## config.mk

```make
export PLATFORM = sky130hd
export DESIGN_NAME = blink_meter
export DESIGN_NICKNAME = d
export VERILOG_FILES = /design/src/rtl/blink_meter_pkg.sv /design/src/rtl/blink_meter_sync_edge.sv /design/src/rtl/blink_meter.sv
export SDC_FILE = /design/constraint.sdc
export NUM_CORES = 1
export LEC_CHECK = 0
export CORE_UTILIZATION = 43
export DETAILED_ROUTE_END_ITERATION = 7
export GPL_TIMING_DRIVEN = 0
export PLACE_DENSITY = 0.66
export SLEW_MARGIN = 0
export SYNTH_ARGS = -nofsm -noshare
export SYNTH_HDL_FRONTEND = slang
export SYNTH_SLANG_ARGS = --single-unit
```

## constraint.sdc

```tcl
create_clock -name clk -period 9.3 [get_ports clk]
set_clock_uncertainty 0.2 [all_clocks]
set_input_delay 1.86 -clock clk [delete_from_list [all_inputs] [get_ports clk]]
set_output_delay 1.86 -clock clk [all_outputs]
set_load 0.005 [all_outputs]
```

## src/rtl/blink_meter_pkg.sv

```systemverilog
`default_nettype none
// +---------------------------------------------------------------------+
// | blink_meter_pkg : shared constants and state encoding for the       |
// |                   LED blinker / blink meter pair                    |
// | Rev 1.0                                                             |
// +---------------------------------------------------------------------+
package blink_meter_pkg;

  localparam int CNT_W_DEFAULT     = 27;
  localparam int TIMEOUT_DEFAULT   = 100000000;
  localparam int BLINK_HALF_PERIOD = 25000000;

  typedef enum logic [1:0] {
    IDLE      = 2'd0,
    WAIT_RISE = 2'd1,
    MEAS_HIGH = 2'd2,
    MEAS_LOW  = 2'd3
  } state_t;

endpackage
`default_nettype wire

```

## src/rtl/blink_meter_sync_edge.sv

```systemverilog
`default_nettype none
// +---------------------------------------------------------------------+
// | blink_meter_sync_edge : two-flop synchronizer plus delay flop,      |
// |                         giving a clean level and edge strobes       |
// | Rev 1.0                                                             |
// +---------------------------------------------------------------------+
module blink_meter_sync_edge (
  input  logic clk,
  input  logic rst_n,
  input  logic d,
  output logic level,
  output logic rise,
  output logic fall
);

  logic r_s1;
  logic r_s2;
  logic r_s3;

  always_ff @(posedge clk or negedge rst_n) begin
    if (!rst_n) begin
      r_s1 <= 1'b0;
      r_s2 <= 1'b0;
      r_s3 <= 1'b0;
    end else begin
      r_s1 <= d;
      r_s2 <= r_s1;
      r_s3 <= r_s2;
    end
  end

  assign level = r_s3;
  assign rise  = r_s2 & ~r_s3;
  assign fall  = ~r_s2 & r_s3;

endmodule
`default_nettype wire

```

## src/rtl/blink_meter.sv

```systemverilog
`default_nettype none
// +---------------------------------------------------------------------+
// | blink_meter : measures high time, low time and period of an async   |
// |               line in clk cycles, with a sticky stuck-line flag     |
// | Rev 1.0                                                             |
// +---------------------------------------------------------------------+
module blink_meter
  import blink_meter_pkg::*;
#(
  parameter int CNT_W   = CNT_W_DEFAULT,
  parameter int TIMEOUT = TIMEOUT_DEFAULT
) (
  input  logic             clk,
  input  logic             rst_n,
  input  logic             sig_in,
  input  logic             clr_stuck,
  output logic             level,
  output logic [CNT_W-1:0] high_len,
  output logic [CNT_W-1:0] low_len,
  output logic [CNT_W:0]   period,
  output logic             valid,
  output logic             stuck
);

  localparam logic [CNT_W-1:0] C_CNT_MAX    = '1;
  localparam logic [CNT_W-1:0] C_TIMEOUT_M1 = CNT_W'(TIMEOUT - 1);
  localparam logic [CNT_W-1:0] C_ONE        = CNT_W'(1);

  logic             w_rise;
  logic             w_fall;
  logic             w_edge;
  logic             w_timeout;
  logic [CNT_W-1:0] w_len;
  logic [CNT_W-1:0] w_cnt_nxt;

  state_t           r_state;
  state_t           w_state_nxt;
  logic             r_have_high;
  logic             w_have_high_nxt;
  logic [CNT_W-1:0] r_cnt;
  logic [CNT_W-1:0] r_hold;
  logic [CNT_W-1:0] w_hold_nxt;
  logic [CNT_W-1:0] w_high_nxt;
  logic [CNT_W-1:0] w_low_nxt;
  logic [CNT_W:0]   w_period_nxt;
  logic             w_valid_nxt;
  logic             w_stuck_nxt;

  blink_meter_sync_edge u_sync (
    .clk   (clk),
    .rst_n (rst_n),
    .d     (sig_in),
    .level (level),
    .rise  (w_rise),
    .fall  (w_fall)
  );

  assign w_edge = w_rise | w_fall;

  // Counter saturates, so the threshold compare fires once per edge-free stretch.
  assign w_timeout = (r_cnt == C_TIMEOUT_M1) && !w_edge;
  assign w_len     = (r_cnt == C_CNT_MAX) ? r_cnt : r_cnt + C_ONE;
  assign w_cnt_nxt = w_edge ? '0 : w_len;

  always_comb begin
    w_state_nxt     = r_state;
    w_have_high_nxt = r_have_high;
    w_hold_nxt      = r_hold;
    w_high_nxt      = high_len;
    w_low_nxt       = low_len;
    w_period_nxt    = period;
    w_valid_nxt     = 1'b0;
    w_stuck_nxt     = stuck;

    if (clr_stuck) begin
      w_stuck_nxt = 1'b0;
    end

    if (w_timeout) begin
      w_stuck_nxt     = 1'b1;
      w_have_high_nxt = 1'b0;
      w_state_nxt     = IDLE;
    end else begin
      case (r_state)
        IDLE: begin
          if (w_rise) begin
            w_state_nxt = MEAS_HIGH;
          end else if (w_fall) begin
            w_state_nxt = WAIT_RISE;
          end
        end
        WAIT_RISE: begin
          if (w_rise) begin
            w_state_nxt = MEAS_HIGH;
          end
        end
        MEAS_HIGH: begin
          if (w_fall) begin
            w_hold_nxt      = w_len;
            w_have_high_nxt = 1'b1;
            w_state_nxt     = MEAS_LOW;
          end
        end
        MEAS_LOW: begin
          if (w_rise) begin
            if (r_have_high) begin
              w_high_nxt   = r_hold;
              w_low_nxt    = w_len;
              w_period_nxt = {1'b0, r_hold} + {1'b0, w_len};
              w_valid_nxt  = 1'b1;
            end
            w_state_nxt = MEAS_HIGH;
          end
        end
        default: w_state_nxt = IDLE;
      endcase
    end
  end

  always_ff @(posedge clk or negedge rst_n) begin
    if (!rst_n) begin
      r_state     <= IDLE;
      r_have_high <= 1'b0;
      r_cnt       <= '0;
      r_hold      <= '0;
      high_len    <= '0;
      low_len     <= '0;
      period      <= '0;
      valid       <= 1'b0;
      stuck       <= 1'b0;
    end else begin
      r_state     <= w_state_nxt;
      r_have_high <= w_have_high_nxt;
      r_cnt       <= w_cnt_nxt;
      r_hold      <= w_hold_nxt;
      high_len    <= w_high_nxt;
      low_len     <= w_low_nxt;
      period      <= w_period_nxt;
      valid       <= w_valid_nxt;
      stuck       <= w_stuck_nxt;
    end
  end

endmodule
`default_nettype wire

```

==> impl_metrics.env <==
export IMPL_slew_headroom=0.583
export IMPL_reg2reg_depth=17
export IMPL_design_area_mm2=0.00900
export IMPL_cap_violations=0
export IMPL_drc_errors=0
export IMPL_final_common_cell="nand2_1"
export IMPL_fin_crit_ns=4.65
export IMPL_hold_buffers=0
export IMPL_crit_chain="ha_1 -> and2_1 -> nand4_2 -> nor3_4 -> nand2_2 -> xor2_1 -> ha_1 -> inv_1 -> fa_1 -> nand2b_1 -> a21oi_2 -> o2111a_2 -> o31ai_2 -> or4_4 -> o31ai_2 -> xnor2_1 -> o21ai_2"
export IMPL_synth_distinct_cells=65
export IMPL_initial_core_util=0.438
export IMPL_synth_ff_type="dfrtp_1"
export IMPL_power_density_mw_per_mm2=171
export IMPL_htreeDepth=4
export IMPL_setup_tns_ns=0
export IMPL_regToRegEndpoint="period[26]"
export IMPL_synthToLayoutAreaGrowth_pct=24.4
export IMPL_routed_wl_um=18200
export IMPL_placed_cell_area_mm2=0.00842
export IMPL_cts_sinks=144
export IMPL_critPathMaxStageDelay_ns=0.53
export IMPL_power_leakage_nw=4.31
export IMPL_critPathCaptureType="flip-flop"
export IMPL_cts_max_path_buffers=2
export IMPL_grt_pass1_vias=5572
export IMPL_ys_seq_area_frac=0.498
export IMPL_groute_usage_overall=0.222
export IMPL_period_share=0.500
export IMPL_tightest_slew_ns=0.625
export IMPL_r2r_setup_slack_ns=4.65
export IMPL_vdd_ir_drop_worst_uv=134
export IMPL_dp_final_hpwl_um=13200
export IMPL_wire_per_inst_um=16.3
export IMPL_timing_rr_start="r_cnt[0]"
export IMPL_async_reset_ff_frac=1.00
export IMPL_cts_tree="built"
export IMPL_insertion_delay_ns=0.43
export IMPL_core_mm2=0.0165
export IMPL_synth_area_per_cell_um2=9.32
export IMPL_report_final_setup_viol=0
export IMPL_grt_max_degree=99
export IMPL_worst_ep_required_time_ns=9.41
export IMPL_synth_nets=815
export IMPL_synth_cell_area_mm2=0.00724
export IMPL_cts_root_buffer="clkbuf_16"
export IMPL_slowest_stage="or4_4"
export IMPL_rsz0062_at_grt="false"
export IMPL_rows=47
export IMPL_crit_fanout=10
export IMPL_numCtsBuffers=17
export IMPL_ctsResizeCount=0
export IMPL_die_h_um=132
export IMPL_postCtsSetupBuffers=0
export IMPL_holdPathEnd="u_sync.r_s2"
export IMPL_grt_pass1_wl_um=29600
export IMPL_arrival_ns=4.76
export IMPL_mostFrequentLayoutCells="200 x nand2_1, 144 x dfrtp_1, 87 x clkdlybuf4s50_1, 76 x o21ai_0, 36 x inv_1"
export IMPL_startpoint_type="flip-flop"
export IMPL_die_area_mm2=0.0174
export IMPL_vias=5810
export IMPL_first_iter_violations=412
export IMPL_io_pins=89
export IMPL_gp_congestion=0.899
export IMPL_whs_path_depth=0
export IMPL_overflow=0
export IMPL_finalHoldViolations=0
export IMPL_final_nets=923
export IMPL_die_width_um=132
export IMPL_port_buffer_count=88
export IMPL_ant_nets=0
export IMPL_diodes=0
export IMPL_antenna_found_initial=0
export IMPL_post_route_cells_drive_above_1_share=0.0804
export IMPL_worst_setup_path_type="flip-flop to flip-flop"
export IMPL_synth_seq_cells=144
export IMPL_first_pass_iters=6
export IMPL_netlist_instances=776
export IMPL_outcome="finished, final reports clean"
export IMPL_synth_edf_count=0
export IMPL_clkTransAtPathRegs_ns=0.06
export IMPL_hold_start="u_sync.r_s1"
export IMPL_hold_path_class="flip-flop to flip-flop"
export IMPL_clock_fmax_ghz=0.215
export IMPL_drv_slew=0
export IMPL_viasPerCell=5.21
export IMPL_synth_warnings=0
==> synthesized netlist by cell type (all sizes together), types with 10 or more instances <==
cell type,n,area [um2]
ha,34,425
inv,38,143
buf,16,82.6
o21ai,83,419
nand3,10,62.6
xnor2,21,184
xor2,25,219
a21oi,36,188
nand4,14,93.8
dfrtp,144,3600
and2,18,113
nor2b,13,81.3
clkbuf,16,60.1
nand2,201,757
nor2,24,92.6
==> critical path: cells and delay by family, from the launching register on <==
| kind | cells | cell delay [ns] |
|---|---|---|
| buffers and inverters | 1 | 0.06 |
| XOR/XNOR | 2 | 0.48 |
| adder cells (fa/ha/maj) | 3 | 0.87 |
| flip-flops | 1 | 0.39 |
| AO/OA/AOI/OAI | 5 | 0.86 |
| AND/OR/NAND/NOR | 6 | 1.67 |
==> how the worst max path moves through the flow <==
stage          startpoint          to  slack (ns)  cells after the start
6_report         r_cnt[0]  period[26]        4.65                     17
5_1_grt          r_cnt[0]  period[26]        4.37                     17
4_1_cts          r_cnt[0]  period[26]        4.67                     17
3_5_place_dp     r_cnt[0]  period[26]        4.72                     17
3_3_place_gp        rst_n   period[1]        0.33                      1
2_1_floorplan    r_cnt[0]  period[26]        5.32                     17
==> routing by layer <==
layer,up-vias,global-route usage,routed length [um]
met1,2787,0.317,8720
met5,-,0,0
met3,32,0.0444,899
met4,0,0.0911,448
li1,2820,-,-
met2,171,0.330,8130
==> logic make-up after synthesis <==
family / share of synthesized area
buf+inv: 0.0394
xor+xnor: 0.0557
simple gates: 0.206
compound gates: 0.130
flops: 0.498
fa+ha+maj: 0.0616
mux: 0.00916
==> report_power, final <==
| part | internal [mW] | leakage [nW] | switching [mW] |
|---|---|---|---|
| Sequential | 0.660 | 1.97 | 0.0203 |
| Clock | 0.413 | 0.274 | 0.261 |
| Combinational | 0.0814 | 2.07 | 0.107 |
==> sequential cells by signal (all words and copies together), names as in the netlist <==
name	flops
r_cnt	27
r_hold	27
r_have_high	1
u_sync.r_s2	1
low_len	27
u_sync.level	1
u_sync.r_s1	1
stuck	1
period	28
r_state	2
valid	1
high_len	27
==> stage by stage <==
step,cells,utilization,hold slack (ns),worst slack (ns),power (mW)
after global placement,1084,0.508,0.135,0.334,0.876
after CTS,1116,0.545,0.163,4.67,1.56
final,1116,0.545,0.159,4.65,1.54
after detailed placement,1085,0.510,0.149,4.72,0.881
after floorplan,776,-,0.131,5.32,0.778
after global routing,1116,0.545,0.177,4.37,1.61
==> area by class of cell <==
class / count / area, um2
Buffer: 32 / 143
Clock buffer: 22 / 474
Clock inverter: 9 / 109
Fill cell: 1515 / 7520
Inverter: 38 / 143
Multi-Input combinational cell: 562 / 3350
Sequential cell: 144 / 3600
Tap cell: 220 / 275
Timing Repair Buffer: 89 / 910
(Power assumes the default switching activity.)
